==> config.mk <==
export PLATFORM = sky130hd
export DESIGN_NAME = regfile_write_arbiter_flat
export DESIGN_NICKNAME = d
export VERILOG_FILES = /design/src/rtl/regfile_write_arbiter_if.sv /design/src/rtl/regfile_write_arbiter.sv /design/src/flat_wrapper.sv
export SDC_FILE = /design/constraint.sdc
export NUM_CORES = 1
export LEC_CHECK = 0
export ABC_AREA = 1
export CAP_MARGIN = 10
export CELL_PAD_IN_SITES_DETAIL_PLACEMENT = 1
export CELL_PAD_IN_SITES_GLOBAL_PLACEMENT = 1
export CORE_MARGIN = 1.5
export CORE_UTILIZATION = 30
export CTS_CLUSTER_SIZE = 12
export DETAILED_ROUTE_END_ITERATION = 16
export PLACE_DENSITY_LB_ADDON = 0.1
export SLEW_MARGIN = 25
export SYNTH_ARGS = -nofsm -noshare
export SYNTH_HDL_FRONTEND = slang
export SYNTH_SLANG_ARGS = --single-unit
==> constraint.sdc <==
create_clock -name CLK -period 3.1 [get_ports CLK]
set_input_delay 0.31 -clock CLK [delete_from_list [all_inputs] [get_ports CLK]]
set_output_delay 0.31 -clock CLK [all_outputs]
set_load 0.05 [all_outputs]
==> src/rtl/regfile_write_arbiter_if.sv <==
// Writeback request channels (ALU and load) plus the register-clear handshake.
// The master side is the requester/control logic; the slave side is the arbiter.
interface regfile_write_arbiter_if #(
    parameter int AW     = 5,
    parameter int DATA_W = 32
);
    logic              REQ0_VALID;
    logic [AW-1:0]     REQ0_ADDR;
    logic [DATA_W-1:0] REQ0_DATA;
    logic              REQ0_READY;
    logic              REQ1_VALID;
    logic [AW-1:0]     REQ1_ADDR;
    logic [DATA_W-1:0] REQ1_DATA;
    logic              REQ1_READY;
    logic              CLR_REQ;
    logic              CLR_BUSY;

    modport master (
        output REQ0_VALID, REQ0_ADDR, REQ0_DATA,
        output REQ1_VALID, REQ1_ADDR, REQ1_DATA,
        output CLR_REQ,
        input  REQ0_READY, REQ1_READY, CLR_BUSY
    );

    modport slave (
        input  REQ0_VALID, REQ0_ADDR, REQ0_DATA,
        input  REQ1_VALID, REQ1_ADDR, REQ1_DATA,
        input  CLR_REQ,
        output REQ0_READY, REQ1_READY, CLR_BUSY
    );
endinterface

==> src/rtl/regfile_write_arbiter.sv <==
// Two-requester round-robin arbiter for the single register-file write port,
// with a clear sequence that zeroes registers 1..NREG-1, one per cycle.
module regfile_write_arbiter #(
    parameter int NREG   = 32,
    parameter int DATA_W = 32
) (
    input  logic                  CLK,
    input  logic                  RST,
    regfile_write_arbiter_if.slave bus,
    output logic                  WE3,
    output logic [4:0]            A3,
    output logic [DATA_W-1:0]     WD3
);
    localparam int AW = 5;
    localparam logic [AW-1:0] LAST_REG = AW'(NREG - 1);

    typedef enum logic {
        ARB   = 1'b0,
        CLEAR = 1'b1
    } state_t;

    state_t            state_q, state_d;
    logic              last_gnt_q, last_gnt_d;
    logic [AW-1:0]     cnt_q, cnt_d;
    logic              we3_q, we3_d;
    logic [AW-1:0]     a3_q, a3_d;
    logic [DATA_W-1:0] wd3_q, wd3_d;

    logic              pick1;
    logic              arb_open;
    logic              rdy0;
    logic              rdy1;
    logic              xfer;
    logic [AW-1:0]     sel_addr;
    logic [DATA_W-1:0] sel_data;

    // last_gnt_q holds the index of the requester that won the previous transfer.
    always_comb begin
        pick1    = (bus.REQ0_VALID && bus.REQ1_VALID) ? ~last_gnt_q : bus.REQ1_VALID;
        arb_open = (state_q == ARB) && !bus.CLR_REQ && !RST;
        rdy0     = arb_open && bus.REQ0_VALID && !pick1;
        rdy1     = arb_open && bus.REQ1_VALID &&  pick1;
        xfer     = rdy0 || rdy1;
        sel_addr = pick1 ? bus.REQ1_ADDR : bus.REQ0_ADDR;
        sel_data = pick1 ? bus.REQ1_DATA : bus.REQ0_DATA;
    end

    assign bus.REQ0_READY = rdy0;
    assign bus.REQ1_READY = rdy1;
    assign bus.CLR_BUSY   = (state_q == CLEAR);

    always_comb begin
        state_d    = state_q;
        last_gnt_d = last_gnt_q;
        cnt_d      = cnt_q;
        we3_d      = 1'b0;
        a3_d       = a3_q;
        wd3_d      = wd3_q;
        unique case (state_q)
            ARB: begin
                if (bus.CLR_REQ) begin
                    state_d = CLEAR;
                    cnt_d   = AW'(1);
                end else if (xfer) begin
                    last_gnt_d = pick1;
                    // x0 is hardwired zero: the transfer completes but the write is dropped.
                    we3_d      = (sel_addr != '0);
                    a3_d       = sel_addr;
                    wd3_d      = sel_data;
                end
            end
            CLEAR: begin
                we3_d = 1'b1;
                a3_d  = cnt_q;
                wd3_d = '0;
                cnt_d = cnt_q + AW'(1);
                if (cnt_q == LAST_REG) begin
                    state_d = ARB;
                    cnt_d   = '0;
                end
            end
            default: state_d = ARB;
        endcase
    end

    always_ff @(posedge CLK or posedge RST) begin
        if (RST) begin
            state_q    <= ARB;
            last_gnt_q <= 1'b1;
            cnt_q      <= '0;
            we3_q      <= 1'b0;
            a3_q       <= '0;
            wd3_q      <= '0;
        end else begin
            state_q    <= state_d;
            last_gnt_q <= last_gnt_d;
            cnt_q      <= cnt_d;
            we3_q      <= we3_d;
            a3_q       <= a3_d;
            wd3_q      <= wd3_d;
        end
    end

    assign WE3 = we3_q;
    assign A3  = a3_q;
    assign WD3 = wd3_q;

    a_one_ready: assert property (@(posedge CLK) disable iff (RST) !(rdy0 && rdy1));
    a_no_x0_write: assert property (@(posedge CLK) disable iff (RST) we3_q |-> (a3_q != '0));
endmodule

==> src/flat_wrapper.sv <==
// flat-port wrapper written by rule: the top's interface ports become plain ports
module regfile_write_arbiter_flat 
#(
    parameter int NREG   = 32,
    parameter int DATA_W = 32
)
  (CLK, RST, WE3, A3, WD3, bus_REQ0_VALID, bus_REQ0_ADDR, bus_REQ0_DATA, bus_REQ1_VALID, bus_REQ1_ADDR, bus_REQ1_DATA, bus_CLR_REQ, bus_REQ0_READY, bus_REQ1_READY, bus_CLR_BUSY);
  regfile_write_arbiter_if #(.DATA_W(DATA_W)) bus_i ();
  input  logic CLK;
  input  logic RST;
  output logic WE3;
  output logic [4:0] A3;
  output logic [DATA_W-1:0] WD3;
  input wire logic [$bits(bus_i.REQ0_VALID)-1:0] bus_REQ0_VALID;
  input wire logic [$bits(bus_i.REQ0_ADDR)-1:0] bus_REQ0_ADDR;
  input wire logic [$bits(bus_i.REQ0_DATA)-1:0] bus_REQ0_DATA;
  input wire logic [$bits(bus_i.REQ1_VALID)-1:0] bus_REQ1_VALID;
  input wire logic [$bits(bus_i.REQ1_ADDR)-1:0] bus_REQ1_ADDR;
  input wire logic [$bits(bus_i.REQ1_DATA)-1:0] bus_REQ1_DATA;
  input wire logic [$bits(bus_i.CLR_REQ)-1:0] bus_CLR_REQ;
  output wire logic [$bits(bus_i.REQ0_READY)-1:0] bus_REQ0_READY;
  output wire logic [$bits(bus_i.REQ1_READY)-1:0] bus_REQ1_READY;
  output wire logic [$bits(bus_i.CLR_BUSY)-1:0] bus_CLR_BUSY;
  assign bus_i.REQ0_VALID = bus_REQ0_VALID;
  assign bus_i.REQ0_ADDR = bus_REQ0_ADDR;
  assign bus_i.REQ0_DATA = bus_REQ0_DATA;
  assign bus_i.REQ1_VALID = bus_REQ1_VALID;
  assign bus_i.REQ1_ADDR = bus_REQ1_ADDR;
  assign bus_i.REQ1_DATA = bus_REQ1_DATA;
  assign bus_i.CLR_REQ = bus_CLR_REQ;
  assign bus_REQ0_READY = bus_i.REQ0_READY;
  assign bus_REQ1_READY = bus_i.REQ1_READY;
  assign bus_CLR_BUSY = bus_i.CLR_BUSY;
  regfile_write_arbiter #(.NREG(NREG), .DATA_W(DATA_W)) u_core (.CLK(CLK), .RST(RST), .bus(bus_i), .WE3(WE3), .A3(A3), .WD3(WD3));
endmodule
==> Yosys cells after proc, flatten, opt, wreduce, memory -nomap -nowiden <==
Cells that the tools add are included.
{ "classes": {"bitwise": 3, "eq_ne": 4, "mux": 18, "n_reduce_logical": 14, "n_addsub": 1} }
{ "ops": {"columns": ["cell", "n"], "rows": [
  ["$mux W32", 3],
  ["$pmux W32 S2", 1],
  ["$mux W5", 5],
  ["$pmux W5 S2", 2],
  ["$logic_and A1 B1 Y1", 7],
  ["$add A5 B1 Y5 const B", 1],
  ["$eq A5 B5 Y1 const B", 1],
  ["$mux W1", 5],
  ["$reduce_bool A5 Y1", 1],
  ["$ne A2 B2 Y1 const B", 2],
  ["$pmux W1 S2", 2],
  ["$logic_not A1 Y1", 3],
  ["$not A1 Y1", 3],
  ["$reduce_and A3 Y1", 1],
  ["$ne A2 B1 Y1 const B", 1],
  ["$reduce_and A2 Y1", 1],
  ["$logic_or A1 B1 Y1", 1]
]} }
{ "word_totals": {"input_bits": 79, "regBits": 45, "elab_cells": 46} }

==> Depth between registers and ports, before layout <==
Gate-level depths: netlist of run 1.
{ "logic_depth": {"depth_word": 9, "ltp_mapped": 10, "mapped_depth_nobuf": 8} }

==> Worst setup path before layout of run 1 <==
OpenSTA, ideal clock, no wires.
{ "synth_timing": {"kind": "register to output", "start": "reg u_core.state_q, in the netlist u_core.bus.CLR_BUSY", "end": "out bus_REQ0_READY", "stages_incl_launch_ff": 7, "path_buffers": 1, "path_slack_ns": 1.013, "required_time_ns": 2.790, "arrival_time_ns": 1.777, "cell_sequence": "dfrtp_1 -> buf_6 -> inv_6 -> nand2_4 -> nor2_8 -> nand2_4 -> nor2_1"} }
{ "synth_between": {"elab_chain_cells": 5} }
{ "synth_lines": {"columns": ["element", "line_no", "source"], "rows": [
  ["from (decl)", "regfile_write_arbiter.sv:22", "state_t state_q, state_d;"],
  ["from (signal assigned)", "regfile_write_arbiter.sv:95", "state_q <= state_d;"],
  ["$not A1 Y1", "regfile_write_arbiter.sv:40", "arb_open = (state_q == ARB) && !bus.CLR_REQ && !RST;"],
  ["$logic_and A1 B1 Y1 (2 in a row)", "regfile_write_arbiter.sv:40", null],
  ["$logic_and A1 B1 Y1 (2 in a row)", "regfile_write_arbiter.sv:41", "rdy0 = arb_open && bus.REQ0_VALID && !pick1;"],
  ["to (decl)", "flat_wrapper.sv:21", "output wire logic [$bits(bus_i.REQ0_READY)-1:0] bus_REQ0_READY;"]
]} }
No other way between the ends.

==> Worst setup path in the final report of run 1 <==
{ "layout_timing": {"start": "in bus_REQ0_VALID", "end": "out bus_REQ1_READY"} }
{ "layout_between": {"elab_chain_cells": 3} }
{ "layout_lines": {"columns": ["element", "line_no", "source"], "rows": [
  ["from (decl)", "flat_wrapper.sv:14", "input wire logic [$bits(bus_i.REQ0_VALID)-1:0] bus_REQ0_VALID;"],
  ["$logic_and A1 B1 Y1", "regfile_write_arbiter.sv:39", "pick1 = (bus.REQ0_VALID && bus.REQ1_VALID) ? ~last_gnt_q : bus.REQ1_VALID;"],
  ["$mux W1", "regfile_write_arbiter.sv:39", null],
  ["$logic_and A1 B1 Y1", "regfile_write_arbiter.sv:42", "rdy1 = arb_open && bus.REQ1_VALID && pick1;"],
  ["to (decl)", "flat_wrapper.sv:22", "output wire logic [$bits(bus_i.REQ1_READY)-1:0] bus_REQ1_READY;"]
]} }
No other way between the ends.

==> reports/metrics.cfg, run 1 <==
[detailed_routing]
route.vias.total = 2297
dr.pass1.iters = 4
wl_per_cell_um = 15.7
ant_nets = 0
total_wire_length_um = 7600
vias_per_cell = 4.75
drt-initial-drc-count = 131
remaining_drc_errors = 0

[placed_design]
gp_congestion = 0.783
io_buffer_count = 119
place.detailed.hpwl_um = 5510
placedCellCount = 476

[clocking]
cts_num_sinks = 45
h_tree_lvl_count = 2
max-clock-path-buffers = 2
num_cts_buffers = 5
clockRootBuffer = sky130_fd_sc_hd__clkbuf_8
cts-resized-gates = 0
cts_tree = built
hold_buffers = 0
worst_setup_hold_path_clk_slew_ns = 0.08
cts_setup_buffers = 0
clock_latency_ns = 0.30

[global_route]
grt_max_degree = 41
grt_util_all_layers_pct = 19.2
initial_antenna_violation_count = 0
gr-total-overflow = 0
wire_length_of_the_first_global_routing_pass_um = 12700
grt_pass1_vias = 2433

[power]
cellInternalPower_mw = 1.35
power_frac_seq_pct = 35.1
power-per-cell-area_nw_per_um2 = 631
max-vdd-ir-drop_mv = 0.540
power.leakage_nw = 1.59
combPwrFrac_pct = 44.7
switching_power_mw = 0.956
clockPowerShare_pct = 20.1
power_switching_share_pct = 41.5

[timing]
fmaxAchievable_mhz = 437
clock-skew-final_ns = 0.0109
finalSetupViolCount = 0
timing.final.crit_share_pct = 73.8
timing.final.max_slew_violations = 0
slew-limit-headroom_pct = 61.7
finalSetupTns_ns = 0
final.min_clock_period_ns = 2.29
hold_vio_cnt_final = 0
timing_worst_slew_pin_value_ns = 0.575
rsz0062_at_grt = false

[critical_path]
setup.worst_path.start = bus_REQ0_VALID
critical_path.cell_chain = clkdlybuf4s50_1, nand2_2, nand2_2, inv_2, nand2_4, inv_2, buf_12
critical-path-slowest-cell = sky130_fd_sc_hd__clkdlybuf4s50_1
data_required_time_of_the_worst_path_ns = 2.79
r2r_slack_ns = 0.92
cp_top_family = buffers and inverters
worst_r2r_path_depth = 8
data_arrival_time_of_the_critical_path_ns = 1.98
bufs_and_invs_on_worst_path = 4
timing.setup.critical_path_class = in -> out
max_stage_delay_ns = 0.52
startpoint_type = primary input
critical_path.reg2reg.startpoint = u_core.bus.CLR_BUSY
end_kind = output pin
crit-reg2reg-capture = u_core.WD3[8]
worst-path-max-fanout = 22

[synth]
syn_nets = 351
ff_latch_count_synth = 45
synth-warning-count = 0
post_synth_inst_count = 270
syn_area_per_cell_sq_um = 8.51
synthesis.area_sq_um = 2300
synth.yosys.seq_area_share_pct = 49.0
yosys.cell_types.count = 27

[floorplan]
die_y_um = 90.5
boundaryPins = 120
initial_core_util_pct = 31.4
core-area_sq_um = 7330
rows = 31
die_area_sq_um = 8200
fp.dieW_um = 90.5

[status]
run_status = finished, final reports clean

[final_layout]
final_layout_size_suffix_gt1_share_pct = 7.27
nets = 465
area_occupied_by_multi_input_gates_sq_um = 1000
register_area_sq_um = 1130
antenna_diode_count = 0
final-instance-count-excl-fill = 484
fillers = 853
area_growth_syn_to_layout_pct = 58.6

[worst_hold_path]
worst_hold_path_type = reg -> reg
worstHoldEndpoint = u_core.WD3[2]
min-delay-start = u_core.WD3[2]
hold_path_depth = 2

[job]
maxCapViolCount = 0

## cell families (layout without fill, tap and decap cells)
kind of cell / after synthesis / in the layout / synth area share (%)
and+or+nand+nor: 130 / 130 / 26.0
adders and majority gates: 2 / 2 / 1.09
buffers and inverters: 24 / 139 / 7.24
DFF: 45 / 45 / 49.0
xor gates and xnor gates: 2 / 2 / 0.762
AOI/OAI and AO/OA: 67 / 67 / 15.9
## worst min-delay path, stage by stage, from the launching register on
cell,delay [ns]
sky130_fd_sc_hd__dfrtp_1,0.35
sky130_fd_sc_hd__nand2_1,0.05
sky130_fd_sc_hd__nand2_1,0.05
## area by class of cell
| cell class | instances | area share (%) |
|---|---|---|
| Clock inverter | 1 | 0.824 |
| Clock buffer | 7 | 2.37 |
| Timing Repair Buffer | 122 | 33.8 |
| Inverter | 9 | 1.06 |
| Multi-Input combinational cell | 201 | 27.6 |
| Tap cell | 99 | 3.40 |
| Sequential cell | 45 | 30.9 |
## power groups by stage
stage | combinational, mW | sequential, mW | clock (mW)
6_report | 1.03 | 0.809 | 0.463
5_1_grt | 1.12 | 0.829 | 0.503
4_1_cts | 1.05 | 0.811 | 0.479
3_5_place_dp | 1.04 | 0.819 | 0
3_3_place_gp | 1.02 | 0.819 | 0
2_1_floorplan | 0.508 | 1.03 | 0
## cells in the final DEF (no fill, tap or decap)
| cell type | instances |
|---|---|
| sky130_fd_sc_hd__buf_4 | 3 |
| sky130_fd_sc_hd__xor2_1 | 1 |
| sky130_fd_sc_hd__nand3_1 | 11 |
| sky130_fd_sc_hd__inv_2 | 3 |
| sky130_fd_sc_hd__nand2_1 | 74 |
| sky130_fd_sc_hd__o21ai_1 | 35 |
| sky130_fd_sc_hd__clkdlybuf4s50_1 | 117 |
| sky130_fd_sc_hd__o211ai_1 | 10 |
| sky130_fd_sc_hd__o22ai_1 | 1 |
| sky130_fd_sc_hd__o21ai_0 | 18 |
| sky130_fd_sc_hd__inv_1 | 5 |
| sky130_fd_sc_hd__inv_6 | 1 |
| sky130_fd_sc_hd__nor2_8 | 2 |
| sky130_fd_sc_hd__dfstp_2 | 1 |
| sky130_fd_sc_hd__ha_1 | 2 |
| sky130_fd_sc_hd__a21oi_1 | 2 |
| sky130_fd_sc_hd__dfrtp_1 | 44 |
| sky130_fd_sc_hd__nor2_1 | 26 |
| sky130_fd_sc_hd__buf_12 | 2 |
| sky130_fd_sc_hd__nand2_4 | 4 |
| sky130_fd_sc_hd__or2_2 | 3 |
| sky130_fd_sc_hd__clkbuf_8 | 6 |
| sky130_fd_sc_hd__or2_0 | 8 |
| sky130_fd_sc_hd__clkbuf_1 | 1 |
| sky130_fd_sc_hd__a22o_1 | 1 |
| sky130_fd_sc_hd__xnor2_1 | 1 |
| sky130_fd_sc_hd__nand2_2 | 2 |
| sky130_fd_sc_hd__bufinv_16 | 1 |
## cell usage after synthesis
| cell | number | share of area [%] |
|---|---|---|
| sky130_fd_sc_hd__or2_0 | 8 | 2.2 |
| sky130_fd_sc_hd__o21ai_1 | 35 | 7.6 |
| sky130_fd_sc_hd__a21oi_1 | 2 | 0.44 |
| sky130_fd_sc_hd__nand2_4 | 4 | 2.0 |
| sky130_fd_sc_hd__dfstp_2 | 1 | 1.1 |
| sky130_fd_sc_hd__buf_2 | 3 | 0.65 |
| sky130_fd_sc_hd__buf_8 | 1 | 0.65 |
| sky130_fd_sc_hd__dfrtp_1 | 44 | 48 |
| sky130_fd_sc_hd__nor2_1 | 26 | 4.2 |
| sky130_fd_sc_hd__buf_6 | 6 | 2.9 |
| sky130_fd_sc_hd__nand2_2 | 2 | 0.54 |
| sky130_fd_sc_hd__clkbuf_1 | 2 | 0.33 |
| sky130_fd_sc_hd__nand3_1 | 11 | 2.4 |
| sky130_fd_sc_hd__xnor2_1 | 1 | 0.38 |
| sky130_fd_sc_hd__a22o_1 | 1 | 0.38 |
| sky130_fd_sc_hd__o22ai_1 | 1 | 0.27 |
| sky130_fd_sc_hd__nor2_8 | 2 | 1.7 |
| sky130_fd_sc_hd__buf_4 | 3 | 0.98 |
| sky130_fd_sc_hd__o211ai_1 | 10 | 3.3 |
| sky130_fd_sc_hd__or2_2 | 3 | 0.82 |
| sky130_fd_sc_hd__o21ai_0 | 18 | 3.9 |
| sky130_fd_sc_hd__inv_1 | 6 | 0.98 |
| sky130_fd_sc_hd__ha_1 | 2 | 1.1 |
| sky130_fd_sc_hd__inv_6 | 1 | 0.38 |
| sky130_fd_sc_hd__xor2_1 | 1 | 0.38 |
| sky130_fd_sc_hd__inv_2 | 2 | 0.33 |
| sky130_fd_sc_hd__nand2_1 | 74 | 12 |
## metrics by stage
| step | total power [mW] | instance area, sq um | hold WS [ns] | worst slack, ns | util [%] |
|---|---|---|---|---|---|
| detailed placement | 1.86 | 3530 | 0.457 | 0.596 | 48.1 |
| global placement | 1.84 | 3530 | 0.455 | 0.703 | 48.1 |
| floorplan | 1.54 | 2300 | 0.449 | 1.01 | - |
| CTS | 2.34 | 3640 | 0.478 | 0.799 | 49.7 |
| finish | 2.30 | 3640 | 0.474 | 0.813 | 49.7 |
| global route | 2.46 | 3640 | 0.502 | 0.620 | 49.7 |
## registers in the layout, summed over array words and instances (netlist names)
register	flops
u_core.last_gnt_q	1
u_core.WE3	1
u_core.cnt_q	5
u_core.WD3	32
u_core.bus.CLR_BUSY	1
u_core.A3	5
## routing by layer
metal | wire [um] | global-route usage, %
met1 | 3570 | 26.7
met2 | 3670 | 31.4
met3 | 326 | 3.96
met4 | 40 | 2.78
met5 | 0 | 0
## how the worst max path moves through the flow
stage	end	depth (start not counted)
3_3_place_gp	u_core.A3[3]	8
6_report	bus_REQ1_READY	7
4_1_cts	bus_REQ1_READY	6
5_1_grt	u_core.WD3[17]	8
2_1_floorplan	bus_REQ0_READY	6
3_5_place_dp	u_core.WD3[17]	9
Power figures use the tool's default switching activity.
==> run 2: changes to the inputs <==
- CORE_UTILIZATION: 30 -> 28
- clock period: 3.1 -> 2.35 ns (I/O delays scaled with it)
==> run 2 against run 1 <==
  * Combinational power increased by 40%
  * Largest cell class unchanged
  * Via count is 0.17% higher
  * Sequential power grew 30%
  * Highest routed layer unchanged
  * Design area up 1.9%
==> reports/metrics.cfg, run 2 (same netlist as run 1, synthesis figures left out) <==
[critical_path]
crit_cells = 7  ; unchanged
setup.worst_path.start = bus_REQ0_VALID  ; unchanged
crit_end = bus_REQ1_READY  ; unchanged
max_stage_delay_ns = 0.49  ; was 0.52 ns
crit-reg2reg-capture = u_core.A3[2]  ; was u_core.WD3[8]
bufs_and_invs_on_worst_path = 4  ; unchanged
cp_top_family = buffers and inverters  ; unchanged
startpoint_type = primary input  ; unchanged
critical_path.cell_chain = clkdlybuf4s50_1, nand2_2, nand2_2, inv_2, nand2_4, inv_2, buf_12  ; unchanged
worst-path-max-fanout = 18  ; was 22
data_arrival_time_of_the_critical_path_ns = 1.76  ; was 1.98 ns
data_required_time_of_the_worst_path_ns = 2.12  ; was 2.79 ns
worst_r2r_path_depth = 9  ; was 8
end_kind = output pin  ; unchanged
timing.setup.critical_path_class = in -> out  ; unchanged
r2r_slack_ns = 0.60  ; was 0.92 ns
critical-path-slowest-cell = sky130_fd_sc_hd__clkdlybuf4s50_1  ; unchanged
critical_path.reg2reg.startpoint = u_core.last_gnt_q  ; was u_core.bus.CLR_BUSY

[floorplan]
initial_core_util_pct = 29.3  ; was 31.4%
rows = 32  ; was 31
core-area_sq_um = 7850  ; was 7330 sq um
die_area_sq_um = 8760  ; was 8200 sq um
die_y_um = 93.6  ; was 90.5 um
fp.dieW_um = 93.6  ; was 90.5 um
boundaryPins = 120  ; unchanged

[final_layout]
most_common_library_cell_in_the_layout_ignoring_fill_and_taps = sky130_fd_sc_hd__clkdlybuf4s50_1  ; unchanged
max_reg_flops = 32  ; unchanged
fillers = 940  ; was 853
final_layout_size_suffix_gt1_share_pct = 8.25  ; was 7.27%
area_growth_syn_to_layout_pct = 61.6  ; was 58.6%
antenna_diode_count = 0  ; unchanged
final-instance-count-excl-fill = 490  ; was 484
most-common-layout-cells = 117 x sky130_fd_sc_hd__clkdlybuf4s50_1, 74 x sky130_fd_sc_hd__nand2_1, 44 x sky130_fd_sc_hd__dfrtp_1  ; unchanged
nets = 468  ; was 465

[global_route]
grt_util_all_layers_pct = 17.8  ; was 19.2%
initial_antenna_violation_count = 0  ; unchanged
use_met2_pct = 29.6  ; was 31.4%
grt_pass1_vias = 2533  ; was 2,433
gr-total-overflow = 0  ; unchanged
wire_length_of_the_first_global_routing_pass_um = 12000  ; was 12,700 um
gr-usage-met1_pct = 23.0  ; was 26.7%
grt_max_degree = 38  ; was 41
global_route.usage.met3_pct = 3.41  ; was 3.96%
gr-max-usage-layer = met2  ; unchanged

[timing]
finalSetupTns_ns = 0  ; unchanged
clock-skew-final_ns = 0.0114  ; was 0.0109 ns
finalSetupViolCount = 0  ; unchanged
fmaxAchievable_mhz = 502
timing.final.crit_share_pct = 84.8
rsz0062_at_grt = false  ; unchanged
timing.final.max_slew_violations = 0  ; unchanged
final.min_clock_period_ns = 1.99
timing_worst_slew_pin_value_ns = 0.541  ; was 0.575 ns
hold_vio_cnt_final = 0  ; unchanged
slew-limit-headroom_pct = 63.8  ; was 61.7%

[power]
max-vdd-ir-drop_mv = 0.791  ; was 0.540 mV
power.leakage_nw = 1.63  ; was 1.59 nW
power-per-cell-area_nw_per_um2 = 861  ; was 631 nW/um^2

[clocking]
clock_latency_ns = 0.31  ; was 0.30 ns
max-clock-path-buffers = 2  ; unchanged
num_cts_buffers = 5  ; unchanged
cts-resized-gates = 0  ; unchanged
cts_tree = built  ; unchanged
cts_setup_buffers = 0  ; unchanged
clockRootBuffer = sky130_fd_sc_hd__clkbuf_8  ; unchanged
h_tree_lvl_count = 2  ; unchanged
worst_setup_hold_path_clk_slew_ns = 0.10  ; was 0.08 ns
hold_buffers = 0  ; unchanged
cts_num_sinks = 45  ; unchanged

[detailed_routing]
vias_per_cell = 4.70  ; was 4.75
total_wire_length_um = 7630  ; was 7600 um
route.vias.total = 2301  ; was 2,297
drt-initial-drc-count = 46  ; was 131
ant_nets = 0  ; unchanged
wl_per_cell_um = 15.6  ; was 15.7 um
remaining_drc_errors = 0  ; unchanged
dr.pass1.iters = 4  ; unchanged

[status]
run_status = finished, final reports clean  ; unchanged

[worst_hold_path]
worst_hold_path_type = in -> async  ; was reg -> reg

[placed_design]
place.detailed.hpwl_um = 5600  ; was 5510 um
io_buffer_count = 119  ; unchanged
placedCellCount = 482  ; was 476
gp_congestion = 0.764  ; was 0.783

[job]
maxCapViolCount = 0  ; unchanged

run 2: worst min path at each step:
stage          cells past startpoint                 to  slack, ns
2_1_floorplan                      3  u_core.last_gnt_q       0.38
3_3_place_gp                       2      u_core.WD3[2]       0.46
6_report                           2     u_core.WD3[15]       0.46
4_1_cts                            2     u_core.WD3[12]       0.48
3_5_place_dp                       2       u_core.A3[0]       0.46
5_1_grt                            2     u_core.WD3[29]       0.50
run 2: power breakdown:
part	switching, mW	internal [mW]
registers	0.119	0.930
logic	0.897	0.544
clock network	0.282	0.423
run 2: cell type report:
type | instances | area [sq um] | area share [%]
Multi-Input combinational cell | 201 | 1000 | 27.1
Sequential cell | 45 | 1130 | 30.4
Inverter | 9 | 38.8 | 1.04
Tap cell | 102 | 128 | 3.44
Timing Repair Buffer | 125 | 1280 | 34.5
Clock inverter | 3 | 65.1 | 1.75
Clock buffer | 5 | 68.8 | 1.85
run 2: per-stage QoR:
stage	worst slack [ns]	hold slack (ns)	power, mW	cell area (sq um)	util (%)
after floorplan	0.338	0.380	2.03	2300	-
after global placement	0.329	0.456	2.50	3580	45.6
after detailed placement	0.237	0.461	2.52	3580	45.6
after CTS	0.341	0.481	3.25	3710	47.3
after global routing	0.264	0.501	3.41	3710	47.3
final	0.358	0.462	3.20	3710	47.3
run 2: worst reg2reg max path, stage by stage, from the launching register on:
cell and delay, ns:
sky130_fd_sc_hd__dfstp_2 0.55, sky130_fd_sc_hd__nand2_2 0.09, sky130_fd_sc_hd__nand2_2 0.09, sky130_fd_sc_hd__inv_2 0.11, sky130_fd_sc_hd__nand2_4 0.13, sky130_fd_sc_hd__nand2_4 0.07, sky130_fd_sc_hd__nor2_8 0.25, sky130_fd_sc_hd__buf_12 0.21
sky130_fd_sc_hd__nand2_1 0.08, sky130_fd_sc_hd__o21ai_1 0.10
run 2: metal layers:
metal / part of all wire [%] / wire (um) / vias up
met5: 0 / 0 / -
met4: 2.2 / 166 / 0
met3: 5.3 / 403 / 15
met2: 48 / 3640 / 78
met1: 45 / 3410 / 1093
li1: - / - / 1115
